File: src/rtl/ram_dual_port_be_if.sv
// ram_dual_port_be_if: write/read port bundle for ram_dual_port_be.
// Ports (master drives, slave receives):
//   data, write_addr, we, be  - write port with per-byte lane enables
//   read_addr, re             - read port
//   q, q_valid, busy          - read data, read-valid flag, clear-sweep busy
interface ram_dual_port_be_if #(
    parameter int unsigned DATA_WIDTH = 32,
    parameter int unsigned ADDR_WIDTH = 6,
    parameter int unsigned BYTE_W     = 8
);
    localparam int unsigned LANES = DATA_WIDTH / BYTE_W;

    logic [DATA_WIDTH-1:0] data;
    logic [ADDR_WIDTH-1:0] write_addr;
    logic                  we;
    logic [LANES-1:0]      be;
    logic [ADDR_WIDTH-1:0] read_addr;
    logic                  re;
    logic [DATA_WIDTH-1:0] q;
    logic                  q_valid;
    logic                  busy;

    modport master (
        output data, write_addr, we, be, read_addr, re,
        input  q, q_valid, busy
    );

    modport slave (
        input  data, write_addr, we, be, read_addr, re,
        output q, q_valid, busy
    );
endinterface

File: src/rtl/ram_dual_port_be.sv
// ram_dual_port_be: simple dual-port RAM (one write, one read port, one clock)
// with per-byte write enables, selectable read-during-write behaviour, optional
// output register and a post-reset sweep that fills the array with CLEAR_VALUE.
// Ports:
//   clk    - clock, all logic on posedge
//   rst_n  - synchronous active-low reset
//   bus    - slave side of ram_dual_port_be_if (write/read ports, q, q_valid, busy)
module ram_dual_port_be #(
    parameter int unsigned            DATA_WIDTH     = 32,
    parameter int unsigned            ADDR_WIDTH     = 6,
    parameter int unsigned            BYTE_W         = 8,
    parameter bit                     RDW_MODE       = 1'b0,
    parameter bit                     OUT_REG        = 1'b0,
    parameter bit                     CLEAR_ON_RESET = 1'b1,
    parameter logic [DATA_WIDTH-1:0]  CLEAR_VALUE    = '0
) (
    input  logic               clk,
    input  logic               rst_n,
    ram_dual_port_be_if.slave  bus
);
    localparam int unsigned LANES = DATA_WIDTH / BYTE_W;
    localparam int unsigned DEPTH = 2 ** ADDR_WIDTH;

    typedef enum logic {
        IDLE  = 1'b0,
        CLEAR = 1'b1
    } state_t;

    localparam state_t RESET_STATE = CLEAR_ON_RESET ? CLEAR : IDLE;

    logic [DATA_WIDTH-1:0] mem [DEPTH];

    state_t                state;
    state_t                state_next;
    logic [ADDR_WIDTH-1:0] cnt;
    logic [ADDR_WIDTH-1:0] cnt_next;
    logic                  clear_we_c;

    logic                  port_ok_c;
    logic                  wr_fire_c;
    logic                  rd_fire_c;
    logic [DATA_WIDTH-1:0] rd_old_c;
    logic [DATA_WIDTH-1:0] merged_c;
    logic [DATA_WIDTH-1:0] rd_word_c;

    logic                  rd_valid_s1;
    logic [DATA_WIDTH-1:0] rd_data_s1;

    // Sweep state register; reset restarts the sweep at address 0.
    always_ff @(posedge clk) begin
        if (!rst_n) begin
            state <= RESET_STATE;
            cnt   <= '0;
        end else begin
            state <= state_next;
            cnt   <= cnt_next;
        end
    end

    // Sweep next-state: one word per cycle, leave CLEAR after the last address.
    always_comb begin
        state_next = state;
        cnt_next   = cnt;
        clear_we_c = 1'b0;
        case (state)
            IDLE: begin
                state_next = IDLE;
            end
            CLEAR: begin
                clear_we_c = 1'b1;
                cnt_next   = cnt + ADDR_WIDTH'(1);
                if (cnt == '1) begin
                    state_next = IDLE;
                end
            end
            default: begin
                state_next = IDLE;
            end
        endcase
    end

    // busy is the decoded state flop, so it has no input-to-output path.
    assign bus.busy = (state == CLEAR);

    // Port accesses only count outside reset and outside the sweep.
    assign port_ok_c = rst_n && (state == IDLE);
    assign wr_fire_c = port_ok_c && bus.we;
    assign rd_fire_c = port_ok_c && bus.re;

    // Read word selection; the merged word models a same-edge write landing first.
    always_comb begin
        rd_old_c = mem[bus.read_addr];
        merged_c = rd_old_c;
        for (int i = 0; i < int'(LANES); i++) begin
            if (bus.be[i]) begin
                merged_c[i*BYTE_W +: BYTE_W] = bus.data[i*BYTE_W +: BYTE_W];
            end
        end
        rd_word_c = rd_old_c;
        if (RDW_MODE && bus.we && (bus.write_addr == bus.read_addr)) begin
            rd_word_c = merged_c;
        end
    end

    // Array write: sweep has priority (ports are blocked while it runs anyway).
    always_ff @(posedge clk) begin
        if (rst_n && clear_we_c) begin
            mem[cnt] <= CLEAR_VALUE;
        end else if (wr_fire_c) begin
            for (int i = 0; i < int'(LANES); i++) begin
                if (bus.be[i]) begin
                    mem[bus.write_addr][i*BYTE_W +: BYTE_W] <= bus.data[i*BYTE_W +: BYTE_W];
                end
            end
        end
    end

    // First read stage; data holds when no read is issued.
    always_ff @(posedge clk) begin
        if (!rst_n) begin
            rd_valid_s1 <= 1'b0;
            rd_data_s1  <= '0;
        end else begin
            rd_valid_s1 <= rd_fire_c;
            if (rd_fire_c) begin
                rd_data_s1 <= rd_word_c;
            end
        end
    end

    // Optional output register adds one cycle of latency at full throughput.
    generate
        if (OUT_REG) begin : g_out_reg
            logic                  rd_valid_s2;
            logic [DATA_WIDTH-1:0] rd_data_s2;

            always_ff @(posedge clk) begin
                if (!rst_n) begin
                    rd_valid_s2 <= 1'b0;
                    rd_data_s2  <= '0;
                end else begin
                    rd_valid_s2 <= rd_valid_s1;
                    if (rd_valid_s1) begin
                        rd_data_s2 <= rd_data_s1;
                    end
                end
            end

            assign bus.q       = rd_data_s2;
            assign bus.q_valid = rd_valid_s2;
        end else begin : g_no_out_reg
            assign bus.q       = rd_data_s1;
            assign bus.q_valid = rd_valid_s1;
        end
    endgenerate
endmodule

File: src/flat_wrapper.sv
// flat-port wrapper written by rule: the top's interface ports become plain ports
module ram_dual_port_be_flat 
#(
    parameter int unsigned            DATA_WIDTH     = 32,
    parameter int unsigned            ADDR_WIDTH     = 6,
    parameter int unsigned            BYTE_W         = 8,
    parameter bit                     RDW_MODE       = 1'b0,
    parameter bit                     OUT_REG        = 1'b0,
    parameter bit                     CLEAR_ON_RESET = 1'b1,
    parameter logic [DATA_WIDTH-1:0]  CLEAR_VALUE    = '0
)
  (clk, rst_n, bus_data, bus_write_addr, bus_we, bus_be, bus_read_addr, bus_re, bus_q, bus_q_valid, bus_busy);
  ram_dual_port_be_if #(.DATA_WIDTH(DATA_WIDTH), .ADDR_WIDTH(ADDR_WIDTH), .BYTE_W(BYTE_W)) bus_i ();
  input  logic clk;
  input  logic rst_n;
  input wire logic [$bits(bus_i.data)-1:0] bus_data;
  input wire logic [$bits(bus_i.write_addr)-1:0] bus_write_addr;
  input wire logic [$bits(bus_i.we)-1:0] bus_we;
  input wire logic [$bits(bus_i.be)-1:0] bus_be;
  input wire logic [$bits(bus_i.read_addr)-1:0] bus_read_addr;
  input wire logic [$bits(bus_i.re)-1:0] bus_re;
  output wire logic [$bits(bus_i.q)-1:0] bus_q;
  output wire logic [$bits(bus_i.q_valid)-1:0] bus_q_valid;
  output wire logic [$bits(bus_i.busy)-1:0] bus_busy;
  assign bus_i.data = bus_data;
  assign bus_i.write_addr = bus_write_addr;
  assign bus_i.we = bus_we;
  assign bus_i.be = bus_be;
  assign bus_i.read_addr = bus_read_addr;
  assign bus_i.re = bus_re;
  assign bus_q = bus_i.q;
  assign bus_q_valid = bus_i.q_valid;
  assign bus_busy = bus_i.busy;
  ram_dual_port_be #(.DATA_WIDTH(DATA_WIDTH), .ADDR_WIDTH(ADDR_WIDTH), .BYTE_W(BYTE_W), .RDW_MODE(RDW_MODE), .OUT_REG(OUT_REG), .CLEAR_ON_RESET(CLEAR_ON_RESET), .CLEAR_VALUE(CLEAR_VALUE)) u_core (.clk(clk), .rst_n(rst_n), .bus(bus_i));
endmodule
File: config.mk
export PLATFORM = sky130hd
export DESIGN_NAME = ram_dual_port_be_flat
export DESIGN_NICKNAME = d
export VERILOG_FILES = /design/src/rtl/ram_dual_port_be_if.sv /design/src/rtl/ram_dual_port_be.sv /design/src/flat_wrapper.sv
export SDC_FILE = /design/constraint.sdc
export NUM_CORES = 2
export LEC_CHECK = 0
export CAP_MARGIN = 10
export CORE_ASPECT_RATIO = 1.25
export CORE_MARGIN = 4
export CORE_UTILIZATION = 35
export CTS_BUF_LIST = sky130_fd_sc_hd__clkbuf_16
export CTS_CLUSTER_DIAMETER = 80
export DETAILED_ROUTE_END_ITERATION = 8
export PLACE_DENSITY = 0.58
export SYNTH_ARGS = -nofsm -noshare
export SYNTH_HDL_FRONTEND = slang
export SYNTH_SLANG_ARGS = --single-unit
File: constraint.sdc
create_clock -name clk -period 5.3 [get_ports clk]
set_clock_uncertainty 0.15 [all_clocks]
set_input_delay 0.53 -clock clk [delete_from_list [all_inputs] [get_ports clk]]
set_output_delay 0.53 -clock clk [all_outputs]
set_load 0.005 [all_outputs]
# ---- Word-level counts from Yosys, hierarchy flattened
# Memory sizes are Yosys's and may differ from the RTL's. A register that Yosys moved wholly into a read port is not among the register bits.
# Index checks and enable logic that the tools add are counted.
dict set report totals {
  n_memories 1
  out_inout_bits 34
  word_cells 37
  regBits 8
  input_bits 52
  mem_bits_rw 2048
}
dict set report op_classes {
  eq_ne 1
  n_bitwise 1
  n_reduce_logical 6
  n_mux 24
  n_addsub 1
}
# name depth width read_ports rd_clocked_by_memory_dff wr line_no
set mem_list {}
lappend mem_list {u_core.mem 64 32 1 1 1 ram_dual_port_be.sv:31} ;# logic [DATA_WIDTH-1:0] mem [DEPTH];
# op n
set ops {}
lappend ops {{two-way mux 32 bit} 1}
lappend ops {{OR reduction 32 bit} 1}
lappend ops {{two-way mux 1 bit} 20}
lappend ops {{adder 6 x 1 -> 6 bit (second input constant)} 1}
lappend ops {{== test 6 bit (second input constant)} 1}
lappend ops {{two-way mux 6 bit} 1}
lappend ops {{logical AND 1 bit} 4}
lappend ops {{two-way mux 4 bit} 1}
lappend ops {{one-hot mux 1 bit (2 select lines)} 1}
lappend ops {{logical NOT 1 bit} 1}
lappend ops {{inverter 1 bit} 1}

# ---- Depth between registers and ports, before layout
dict set report depth {
  ltp_word 8
  ltp_mapped 10
  depth_no_buf 5
}

# ---- Worst setup path before layout
# Ideal clock, no wire load.
dict set report synth_timing {
  path_kind {input-to-reg}
  from {input bus_be[0]}
  to {memory u_core.mem[0][10], data pin}
  path_buffers 3
  required_ps 4783
  slack_ps 2226
  cell_stages 6
  t_arrival_ps 2556
  path_cell_list {nor4_1 -> nor4bb_1 -> buf_2 -> buf_1 -> clkbuf_1 -> and2_1}
}
dict set report synth_between {
  elab_chain_cells 6
}
# item line_no
set synth_lines {}
lappend synth_lines {{start, declared} flat_wrapper.sv:19} ;# input wire logic [$bits(bus_i.be)-1:0] bus_be;
lappend synth_lines {{two-way mux 1 bit} ram_dual_port_be.sv:111} ;# if (bus.be[i]) begin
lappend synth_lines {{two-way mux 1 bit} ram_dual_port_be.sv:109} ;# end else if (wr_fire_c) begin
lappend synth_lines {{two-way mux 1 bit} ram_dual_port_be.sv:107} ;# if (rst_n && clear_we_c) begin
lappend synth_lines {{two-way mux 1 bit (implied by the code)} ram_dual_port_be.sv:112} ;# mem[bus.write_addr][i*BYTE_W +: BYTE_W] <= bus.data[i*BYTE_W +: BYTE_W];
lappend synth_lines {{OR reduction 32 bit (no source line)} n/a}
lappend synth_lines {{two-way mux 32 bit (no source line)} n/a}
lappend synth_lines {{end, declared} ram_dual_port_be.sv:31}
# No other way between the ends.

# ---- Worst setup path after layout
dict set report layout_timing {
  from {register u_core.state, in the netlist u_core.bus.busy}
  to {memory u_core.mem[53][23] (enable)}
}
dict set report layout_between {
  elab_chain_cells 8
  word_cells_on_any_way 22
  cone_classes {mux: 17; bitwise: 1; reduce/logical: 4}
}
# item line_no
set layout_lines {}
lappend layout_lines {{start, declared} ram_dual_port_be.sv:33} ;# state_t state;
lappend layout_lines {{start signal, assigned} ram_dual_port_be.sv:55} ;# state <= state_next;
lappend layout_lines {{inverter 1 bit} ram_dual_port_be.sv:86} ;# assign port_ok_c = rst_n && (state == IDLE);
lappend layout_lines {{logical AND 1 bit} ram_dual_port_be.sv:86}
lappend layout_lines {{logical AND 1 bit} ram_dual_port_be.sv:87} ;# assign wr_fire_c = port_ok_c && bus.we;
lappend layout_lines {{two-way mux 1 bit} ram_dual_port_be.sv:109}
lappend layout_lines {{two-way mux 1 bit} ram_dual_port_be.sv:107}
lappend layout_lines {{two-way mux 1 bit (implied by the code)} ram_dual_port_be.sv:112}
lappend layout_lines {{OR reduction 32 bit (no source line)} n/a}
lappend layout_lines {{two-way mux 6 bit (no source line) / two-way mux 4 bit (equally long branches)} n/a}
# Several ways; a longest one is shown, not always the timed one.

==> results.txt <==
- Final wirelength: 221.0 mm
- Measured against its own limit, the worst slew margin works out to 0.2659.
* Maximum number of pins on one net before global-route repair: 112
- The clock passes through at most 3 buffers.
* Max VDD drop: 0.3083 mV
- Series of cell instances along the critical path: nor4bb_4 > mux2i_1 > nand2_1 > nor2_1
- DRT antenna net count: 0
* Net count of the finished layout: 4090
- Placement Setup Slack: 0.2865 ns
- Cell area after synthesis: 81280 um^2
- Setup repair after global routing missed its margin: false
- After synthesis, the mean cell area works out to 21.29 um^2.
- Ranked by total cell area, the synthesized netlist is headed by edfxtp_1 76%, mux4_2 14%, mux2i_1 1.4%.
- Run status: finished clean
- Of the total power, the share spent switching nets is 0.2080.
- The kind of cell with the highest combined delay along the critical path is simple AND/OR/NAND/NOR gates.
- In the routed design, unresolved DRC markers number 0.
- In this run the core area contains 197 standard-cell rows.
* Area share of the largest cell type after synthesis: 0.7567
* Routed wire per std cell: 30.33 um
- Worst-Skew Late Latency: 0.84 ns
- Total Power: 0.03324 W
* Shortest period the worst path allows: 4.362 ns
- Endpoint type of the worst setup path: flip-flop
- Worst path slowest cell: nor4bb_4
- The layout has 20410 filler cells.
- In this run the power spent charging and discharging nets is 0.006916 W.
* Number of buffers created by CTS: 196
* P per Cell Area: 358.9 nW/um^2
* Longest individual stage delay on the worst path: 0.94 ns
- Summed over all layers, the global routing overflow is 0.
- Placeable core region: 230700 um^2
* Startpoint Class: flip-flop
- Area fraction in compound gates after synthesis: 0.01655
- The die covers 240000 um^2.
- Number of sinks handled by clock tree synthesis: 2088
- Of the total synthesized cell area, the portion taken by AND, OR, NAND and NOR gates is 0.03116.
- STA puts the critical path data arrival time at 4.66 ns.
* Gpl congestion: 0.8287
- During placement, the flow inserted port buffers numbering 85.
* Synthesized netlist net count: 3870
- After synthesis, the netlist uses 56 different library cells.
* DRT iter0 DRCs: 4451
* Fin. max-slew vios: 0
- Slew at the pin closest to its max-slew limit: 1.101 ns
- Setup Viol. Count Final: 0
* Ratio of routed vias to standard cells: 5.435
- Share of synthesized area spent on multiplexers: 0.1697
- Part of the cycle the worst path needs: 0.8231
- Clock share of power: 0.424
* Adder-Cell Fraction of Synth Area: 0.0001539
- For flop-to-flop paths, the worst setup slack is 0.94 ns.
* Number of max-capacitance violations reported: 0
- Buffer type at the clock tree root: clkbuf_16
* Data required, critical path: 5.60 ns
- By area, the combinational part of the netlist is dominated by multiplexers.
- Overall global routing resource usage: 0.1830
* Post-CTS setup buffer count: 0
- Before antenna repair, the detailed router went through 7 iterations.
- Die W: 439.0 um
- The first global-routing pass estimated 315.2 mm of wire.
- Ys flop type: edfxtp_1
- Summing over every cut layer, the via total after detailed routing is 39610.
- Of the total synthesized cell area, the portion taken by XOR and XNOR cells is 0.0005388.
- Based on the critical path, the design can be clocked at up to 229.2 MHz.
- Post-layout worst setup margin: 0.9375 ns
* Pleak: 31.27 nW
* Final TNS setup: 0 ns
- Once the clock tree was built, the resizer swapped 0 gates to a different size.
- Counting flops and latches in the post-synthesis netlist gives 2088.
* Leading cell type in the layout, fill and taps excluded: edfxtp_1
- TritonCTS clock tree: built
- Setup Crit Path Kind: reg -> reg
- Total of warnings raised by yosys: 0
- The library cells used most frequently in the layout, excluding fill and tap cells, are 2048 x edfxtp_1, 511 x mux4_2, 278 x nor2_1, 197 x clkbuf_16, 152 x nand2_1.
* Hold Buf Count CTS: 0
* Layout cell share with drive strength beyond 1: 0.2631
- Counting flops with a built-in enable in the synthesized netlist gives 2048.
- Pint: 0.02633 W
* Kind of path behind the tightest hold check: in -> reg
* DP HPWL: 142.1 mm
* Initial antenna violation count: 21
- After clock tree synthesis, the clock-pin slew on the worst setup and hold paths is 0.06 ns.
- Sequential share of power: 0.539
- Starting Density: 0.3523
- Of all nets on the critical path, the largest fanout is 10.
* Comb pwr share: 0.037
* Sequential-to-total area share from yosys stat: 0.7665
- Height of the chip: 546.8 um
- Endpoints failing hold: 0
* Number of top-level pins: 86
- The H-tree was split into 4 levels.
- Biggest area consumer among synthesized cells: edfxtp_1
- From synthesis to final layout, the design area changed by 13.96%.
- In the synthesized netlist the async set-or-reset flop fraction comes to 0.
- Number of global-route vias before repair: 40840
- Worst Path Buf+Inv: 0
- Post-synthesis cell count: 3817
==> stage by stage <==
stage / utilization / hold WS (ns) / instances / instance area, um^2
6_report: 0.4014 / 0.2465 / 7288 / 92620
5_1_grt: 0.4014 / 0.2393 / 7283 / 92610
4_1_cts: 0.4014 / 0.1953 / 7280 / 92600
3_5_place_dp: 0.3738 / 0.3687 / 6923 / 86230
3_3_place_gp: 0.3738 / 0.3690 / 6923 / 86230
2_1_floorplan: - / 0.2942 / 3817 / 81280
==> state kept, by name (all words and copies together), names as in the netlist <==
signal              count
u_core.bus.q_valid      1
u_core.bus.q           32
u_core.bus.busy         1
u_core.mem           2048
u_core.cnt              6
==> final cells by class <==
type | count | area, um^2 | share of cell area
clock buffer | 197 | 4930 | 0.05323
sequential | 2088 | 62300 | 0.6727
multi-input combinational | 1506 | 17820 | 0.1925
tap | 3084 | 3859 | 0.04166
inverter | 5 | 25.02 | 0.0002702
antenna | 8 | 20.02 | 0.0002161
timing repair buffer | 240 | 2222 | 0.02399
clock inverter | 160 | 1438 | 0.01552
==> power groups by stage <==
| stage | Combinational [W] | Sequential (W) | Clock (W) |
|---|---|---|---|
| finish | 0.00123 | 0.0179 | 0.0141 |
| global route | 0.00128 | 0.0179 | 0.0150 |
| CTS | 0.00125 | 0.0179 | 0.0143 |
| detailed placement | 0.00124 | 0.0183 | 0 |
| global placement | 0.00124 | 0.0183 | 0 |
| floorplan | 0.000774 | 0.0183 | 0 |
==> layer usage <==
layer / part of all wire / track usage
met2: 0.51 / 0.3115
met3: 0.062 / 0.03300
met5: 0.00024 / 0
met4: 0.038 / 0.06712
met1: 0.39 / 0.2344
==> tightest hold or removal path, stage by stage <==
cell	delay, ns
buf_8	0.17
mux4_2	0.27
nor3_1	0.05
nor4_1	0.14
==> worst paths after layout <==
kind	start	to	cells after the start
setup / recovery	u_core.bus.busy	u_core.mem[53][23]	4
setup reg to reg	u_core.bus.busy	u_core.mem[53][23]	4
hold reg to reg	u_core.bus.q[15]	u_core.bus.q[15]	2
hold / removal	bus_read_addr[1]	u_core.bus.q[31]	4
==> cells by family (layout without fill, tap and decap cells) <==
group | count (synthesis) | in the layout
buffers and inverters | 223 | 602
flip-flops | 2088 | 2088
adder cells (fa/ha/maj) | 1 | 1
AND/OR/NAND/NOR | 587 | 587
multiplexers | 722 | 722
XOR/XNOR | 5 | 5
other | 0 | 8
AO/OA/AOI/OAI | 191 | 191
==> Yosys cell counts (all sizes together), types with 3 or more instances <==
library cell and n:
edfxtp 2048, mux4 514, nor2 282, nand2 154
buf 152, mux2i 111, mux2 97, clkbuf 66
o22ai 46, and2 40, dfxtp 40, nand3 34
a21oi 23, nor3 22, o21ai 22, nor2b 17
o211ai 16, a22oi 13, a32oi 13, o221ai 11
a211oi 9, nand2b 9, nor4 9, nand3b 7
o31ai 7, a2111oi 6, a311oi 6, o41ai 6
a221o 4, inv 3, nand4 3, or2 3
xnor2 3
Note: power is estimated with default switching activity, not from simulation.
